`src/rtl/matmul_engine.sv`:
```
// Sequencing/MAC stage for C = A x B on square NxN row-major matrices.
// Reads A/B through registered-address BRAM ports and writes each C element once.
module matmul_engine #(
    parameter int N          = 4,
    parameter int DATA_WIDTH = 8,
    parameter int ADDR_WIDTH = 4
) (
    input  logic                  clock,
    input  logic                  reset_n,
    input  logic                  start,
    output logic                  busy,
    output logic                  done,
    output logic [ADDR_WIDTH-1:0] a_rd_addr,
    input  logic [DATA_WIDTH-1:0] a_dout,
    output logic [ADDR_WIDTH-1:0] b_rd_addr,
    input  logic [DATA_WIDTH-1:0] b_dout,
    output logic [ADDR_WIDTH-1:0] c_wr_addr,
    output logic                  c_wr_en,
    output logic [DATA_WIDTH-1:0] c_din
);

    localparam int CW = $clog2(N);

    typedef enum logic [1:0] {IDLE, MAC, WRITE, DONE} state_t;

    state_t                state;
    logic [CW-1:0]         i, j, k;
    logic [CW-1:0]         i_nxt, j_nxt, k_nxt;
    logic                  last_i, last_j, last_k;
    logic [DATA_WIDTH-1:0] acc;
    logic [DATA_WIDTH-1:0] prod;

    // N is a power of two, so row*N+col is just the two indices concatenated.
    function automatic logic [ADDR_WIDTH-1:0] idx(input logic [CW-1:0] r, input logic [CW-1:0] c);
        return ADDR_WIDTH'({r, c});
    endfunction

    assign i_nxt  = i + CW'(1);
    assign j_nxt  = j + CW'(1);
    assign k_nxt  = k + CW'(1);
    assign last_i = &i;
    assign last_j = &j;
    assign last_k = &k;

    // Product and sum wrap modulo 2**DATA_WIDTH; the high bits are dropped by design.
    assign prod  = a_dout * b_dout;
    assign c_din = (state == WRITE) ? acc + prod : '0;

    // NOTE: every register here is updated with non-blocking assignments so all
    // next-state terms see the values from before the edge.
    always_ff @(posedge clock or negedge reset_n) begin
        if (!reset_n) begin
            state     <= IDLE;
            i         <= '0;
            j         <= '0;
            k         <= '0;
            acc       <= '0;
            busy      <= 1'b0;
            done      <= 1'b0;
            a_rd_addr <= '0;
            b_rd_addr <= '0;
            c_wr_addr <= '0;
            c_wr_en   <= 1'b0;
        end else begin
            case (state)
                IDLE: begin
                    if (start) begin
                        state     <= MAC;
                        busy      <= 1'b1;
                        i         <= '0;
                        j         <= '0;
                        k         <= '0;
                        acc       <= '0;
                        a_rd_addr <= '0;
                        b_rd_addr <= '0;
                    end
                end

                MAC: begin
                    // Data on the ports belongs to the address issued for k-1.
                    if (k != '0) acc <= acc + prod;
                    if (last_k) begin
                        state     <= WRITE;
                        a_rd_addr <= '0;
                        b_rd_addr <= '0;
                        c_wr_en   <= 1'b1;
                        c_wr_addr <= idx(i, j);
                    end else begin
                        k         <= k_nxt;
                        a_rd_addr <= idx(i, k_nxt);
                        b_rd_addr <= idx(k_nxt, j);
                    end
                end

                WRITE: begin
                    c_wr_en   <= 1'b0;
                    c_wr_addr <= '0;
                    acc       <= '0;
                    k         <= '0;
                    j         <= j_nxt;
                    if (last_j) i <= i_nxt;
                    if (last_i && last_j) begin
                        state <= DONE;
                        done  <= 1'b1;
                    end else begin
                        state     <= MAC;
                        a_rd_addr <= idx(last_j ? i_nxt : i, '0);
                        b_rd_addr <= idx('0, j_nxt);
                    end
                end

                DONE: begin
                    state <= IDLE;
                    busy  <= 1'b0;
                    done  <= 1'b0;
                end

                default: state <= IDLE;
            endcase
        end
    end

endmodule

```
`config.mk`:
```
export PLATFORM = sky130hd
export DESIGN_NAME = matmul_engine
export DESIGN_NICKNAME = d
export VERILOG_FILES = /design/src/rtl/matmul_engine.sv
export SDC_FILE = /design/constraint.sdc
export NUM_CORES = 1
export LEC_CHECK = 0
export CORE_MARGIN = 2
export CORE_UTILIZATION = 54
export CTS_CLUSTER_SIZE = 14
export DETAILED_ROUTE_END_ITERATION = 16
export HOLD_SLACK_MARGIN = 0.02
export PLACE_DENSITY = 0.84
export SKIP_LAST_GASP = 1
export SYNTH_ARGS = -nofsm -noshare
export SYNTH_HDL_FRONTEND = slang
export SYNTH_SLANG_ARGS = --single-unit
export TNS_END_PERCENT = 50
```
`constraint.sdc`:
```
create_clock -name clock -period 10.7 [get_ports clock]
set_input_delay 3.21 -clock clock [delete_from_list [all_inputs] [get_ports clock]]
set_output_delay 3.21 -clock clock [all_outputs]
set_load 0.01 [all_outputs]
```
Word level (Yosys, flattened, before mapping)
Cells that the tools add are included.
- register bits after elaboration: 31
- output and inout bits: 23
- input bits: 19
- word-level logic and storage cells: 73
- reduce and logical (&&, ||, !) cells: 19
- add/sub/neg operators: 4
- multiply operators: 1
- mux-type cells: 29
- equality and inequality tests: 9
- operators with widths (operator ; count):
    4-bit 2-to-1 mux ; 6
    8-bit 2-to-1 mux ; 3
    4-bit one-hot mux with 3 select lines ; 2
    8-bit one-hot mux with 3 select lines ; 1
    2-bit AND reduction ; 8
    2-bit 2-to-1 mux ; 6
    2-bit != test, second input constant ; 5
    2-bit nonzero test ; 5
    3-bit AND reduction ; 3
    8-bit adder ; 1
    8-bit by 8-bit multiplier with 8-bit output ; 1
    2-bit one-hot mux with 2 select lines ; 2
    2-bit one-hot mux with 4 select lines ; 1
    4-bit one-hot mux with 2 select lines ; 1
    2-bit by 1-bit adder with 2-bit output, second input constant ; 3
    1-bit one-hot mux with 2 select lines ; 3
    2-bit one-hot mux with 3 select lines ; 1
    2-bit == test, second input constant ; 2
    1-bit 2-to-1 mux ; 3
    3-bit nonzero test ; 1
    2-bit by 1-bit == test with 1-bit output, second input constant ; 1
    2-bit logical NOT ; 1
    2-bit by 1-bit != test with 1-bit output, second input constant ; 1
    1-bit logical AND ; 1

Longest topological paths before layout
- depth in word-level cells: 4
- mapped depth: 15
- mapped depth without buffers: 15

Least setup slack after synthesis
No wires, ideal clock.
- path type: input -> output
- start: in b_dout[1]
- end: out c_din[7]
- data required time: 7490 ps
- cell stages on the path: 14
- slack: 640 ps
- path buffers: 0
- arrival time: 6850 ps
- cells stage by stage: nand2_1 > fa_1 > inv_1 > fa_1 > ha_1 > inv_1 > fa_1 > inv_1 > fa_1 > a21o_1 > a21oi_1 > xnor3_1 > xnor3_1 > and2_1
- cells in the longest elaborated chain, start to end: 3
- RTL lines (element ; RTL line ; source):
    start, declared ; 16 ; input logic [DATA_WIDTH-1:0] b_dout,
    8-bit by 8-bit multiplier with 8-bit output ; 46 ; assign prod = a_dout * b_dout;
    8-bit adder ; 47 ; assign c_din = (state == WRITE) ? acc + prod : '0;
    8-bit 2-to-1 mux ; 47 ;
    end, declared ; 19 ; output logic [DATA_WIDTH-1:0] c_din
No other way between the ends.

Final worst setup path
- start: in a_dout[1]
- end: out c_din[7]
- cells in the longest elaborated chain, start to end: 3
- RTL lines (element ; RTL line ; source):
    start, declared ; 14 ; input logic [DATA_WIDTH-1:0] a_dout,
    8-bit by 8-bit multiplier with 8-bit output ; 46 ;
    8-bit adder ; 47 ;
    8-bit 2-to-1 mux ; 47 ;
No other way between the ends.

==> flow_summary.yaml <==
worst_setup_path:
  cp_slowest_cell: "fa_1"
  critPathLaunchType: "primary input"
  crit_path_end_kind: "primary output"
  cp_class: "primary input to primary output"
  crit_arrival_ns: 7.43
  crit_path_max_fanout: 4
  critPathBufInv: 5
  cell_breakdown_of_the_critical_path: "clkdlybuf4s50_1, buf_4, and2_1, fa_1, ha_1, ha_1, inv_1, fa_1, inv_1, ha_1, fa_1, a21o_1, a21oi_2, xnor3_1, xnor3_1, and2_1, dlygate4sd2_1"
  critical_path.max_stage_delay_ns: 0.53
  worst_path_dominant_cell_family: "adder cells"
  worst-r2r-setup-slack_ns: 6.61
  worst_ep_required_time_ns: 7.49
global_routing:
  grt.total_usage: 0.2265
  grt_first_pass_wirelength_mm: 9.232
  grt_overflow_total: 0
  grt_pass1_vias: 2152
  antenna_found_initial: 0
  maximum_number_of_pins_on_one_net_before_global_route_repair: 30
pwr:
  power.combinational.fraction: 0.665
  power_frac_seq: 0.221
  static-leakage-power_nw: 1.625
  pwr_density_cell_mw_per_mm2: 241.4
  p_switching_mw: 0.3369
  cell_internal_pwr_mw: 0.4465
  power_mw: 0.7835
  clkPwrFrac: 0.114
  switching_share: 0.4301
  ir_worst_vdd_mv: 0.1656
timing:
  worst_slew_pin_slew_ns: 0.9051
  finalHoldViolCount: 0
  timing.final.crit_period_ns: 10.64
  holdWs_ns: 0.4878
  timing.final.setup_violations: 0
  clock-skew-final_ns: 0.002703
  slew-limit-headroom: 0.3966
  achievable-frequency_mhz: 93.98
  final.setup.tns_ns: 0
  layout_worst_path_cycle_share: 0.9945
  final.setup.worst_slack_ns: 0.05938
  drv_slew: 0
  grt_setup_unrepaired: "true"
final_layout:
  post_layout_utilization_of_the_core: 0.6964
  most-common-layout-cells: "48 x nand2_1, 43 x inv_1, 35 x clkdlybuf4s50_1, 29 x dfrtp_1, 25 x ha_1"
  finished_layout_cells: 403
  final.fill_count: 345
  sequential_cell_area_sq_um: 725.7
  fin_area_sq_mm: 0.003246
  num-nets-final: 411
  multi_input_comb_area_sq_mm: 0.001640
  layout-drive-gt1-share: 0.09742
  mostFrequentLayoutCell: "nand2_1"
  insertedDiodeCount: 0
  area_growth_syn_to_layout_pct: 26.41
clock_tree:
  clock-root-buffer: "clkbuf_8"
  postCtsHoldBufs: 0
  tritoncts.num_buffers: 5
  post_cts.repair.setup_buffers: 0
  tritoncts: "built"
  cts_sinks: 29
  cts_max_level: 2
  path_clk_slew_ns: 0.06
  cts.path.max_buffers: 2
  clock_latency_ns: 0.28
synth:
  synthesis.area_sq_mm: 0.002567
  edff_count_synth: 0
  mappedNetlistNets: 352
  ys_seq_area_frac: 0.2827
  netlist_instances: 290
  ys_seq_elements: 29
  post_synth_num_cell_types: 33
  synth_flop_cell: "dfrtp_1"
  yosysWarningCount: 0
  post_synth.cell_area_avg_sq_um: 8.853
  share_of_synthesized_flip_flops_with_an_asynchronous_set_or_reset: 1.000
detailed_routing:
  drt-pass1-iter-count: 4
  post_drt_via_cell_ratio: 5.285
  drc_violation_count_after_routing: 0
  wl_mm: 5.644
  detailedRoute.firstIterationViolations: 89
  detail_route.wl_per_cell_um: 14.00
  route.antenna.remaining_nets: 0
  dr_total_vias: 2130
floorplan:
  num_io_pins: 42
  floorplan.initialDensity: 0.5509
  die_y_um: 72.96
  fp-row-count: 25
  core_region_area_sq_mm: 0.004661
  chipWidth_um: 72.96
  die_footprint_sq_mm: 0.005322
placed_design:
  placedCellCount: 396
  placedInstanceArea_sq_mm: 0.003157
  pre_cts_ws_ns: -0.6064
  portBuffers: 41
  dpl.hpwl_mm: 4.510
  place_congestion: 0.8616
hold_path:
  hold_path.class: "flop to flop"
run:
  maxCapViolations: 0
run_status:
  outcome: "complete, no violations"
==> worst min-delay path, delay by kind of cell (launching register included) <==
family           cells  cell delay [ns]
and+or+nand+nor      2             0.10
DFF                  1             0.35
==> cell usage after synthesis (2+ instances only) <==
cell type | n | area, sq um
ha_1 | 25 | 312.8
nor2b_1 | 4 | 25.02
xor2_1 | 3 | 26.28
clkbuf_1 | 7 | 26.28
dfrtp_1 | 29 | 725.7
mux2i_1 | 2 | 20.02
a22oi_1 | 5 | 37.54
inv_1 | 43 | 161.4
and2_2 | 2 | 15.01
a21oi_1 | 10 | 50.05
xnor3_1 | 2 | 45.04
nand2b_1 | 2 | 12.51
nand3_1 | 12 | 60.06
and2_1 | 15 | 93.84
fa_1 | 18 | 360.4
and3_1 | 2 | 12.51
a31oi_1 | 4 | 25.02
o21ai_0 | 22 | 110.1
a22o_1 | 4 | 35.03
buf_4 | 2 | 15.01
xnor2_1 | 11 | 96.34
nor2_1 | 6 | 22.52
o22ai_1 | 2 | 12.51
nand2_1 | 48 | 180.2
a21o_1 | 2 | 15.01
==> what timing repair did <==
item                                   CTS  global route
endpoints found under the hold margin    0             0
resized for setup                        6             2
setup endpoints to repair                2             2
pin swaps                                2             0
==> layer usage <==
layer  track usage  share of wire  vias to the layer above
li1              -              -                     1059
met1        0.2622           0.42                     1015
met2        0.4172           0.52                       46
met3       0.03867          0.040                       10
met4       0.08230          0.016                        0
met5             0              0                        -
==> cell families (layout without fill, tap and decap cells) <==
family / count (synthesis) / after routing / share of synthesized area
and+or+nand+nor: 94 / 94 / 0.1715
muxes: 3 / 3 / 0.01218
adders and majority gates: 43 / 43 / 0.2622
DFF: 29 / 29 / 0.2827
xor gates and xnor gates: 17 / 17 / 0.07164
AOI/OAI and AO/OA: 51 / 51 / 0.1189
buffers and inverters: 53 / 112 / 0.08089
==> state kept, by name, summed over array words and instances (netlist names) <==
| signal | cells |
|---|---|
| done | 1 |
| acc | 8 |
| state | 2 |
| i | 2 |
| a_rd_addr | 4 |
| j | 2 |
| c_wr_addr | 4 |
| c_wr_en | 1 |
| b_rd_addr | 2 |
| k | 2 |
| busy | 1 |
==> layout make-up <==
cell class,instances,share of cell area
well taps,54,0.02082
inverters,43,0.04973
clock buffers,7,0.02660
multi-input cells,208,0.5054
flip-flops and latches,29,0.2236
repair buffers,62,0.1739
==> power by group through the flow <==
stage                     clock [mW]  combinational [mW]  sequential, mW
after floorplan                    0               0.323           0.174
after global routing          0.0947               0.586           0.177
final                         0.0889               0.521           0.173
after CTS                     0.0915               0.526           0.173
after global placement             0               0.512           0.172
after detailed placement           0               0.528           0.174
==> final timing paths <==
| check | startpoint | to | cells past startpoint |
|---|---|---|---|
| min in group asynchronous | reset_n | done | 2 |
| max | a_dout[1] | c_din[7] | 17 |
| max in group asynchronous | reset_n | state[0] | 2 |
| min reg2reg | acc[0] | acc[0] | 2 |
| max reg2reg | acc[4] | acc[7] | 15 |
| min | acc[0] | acc[0] | 2 |
Note: power is estimated with default switching activity, not from simulation.
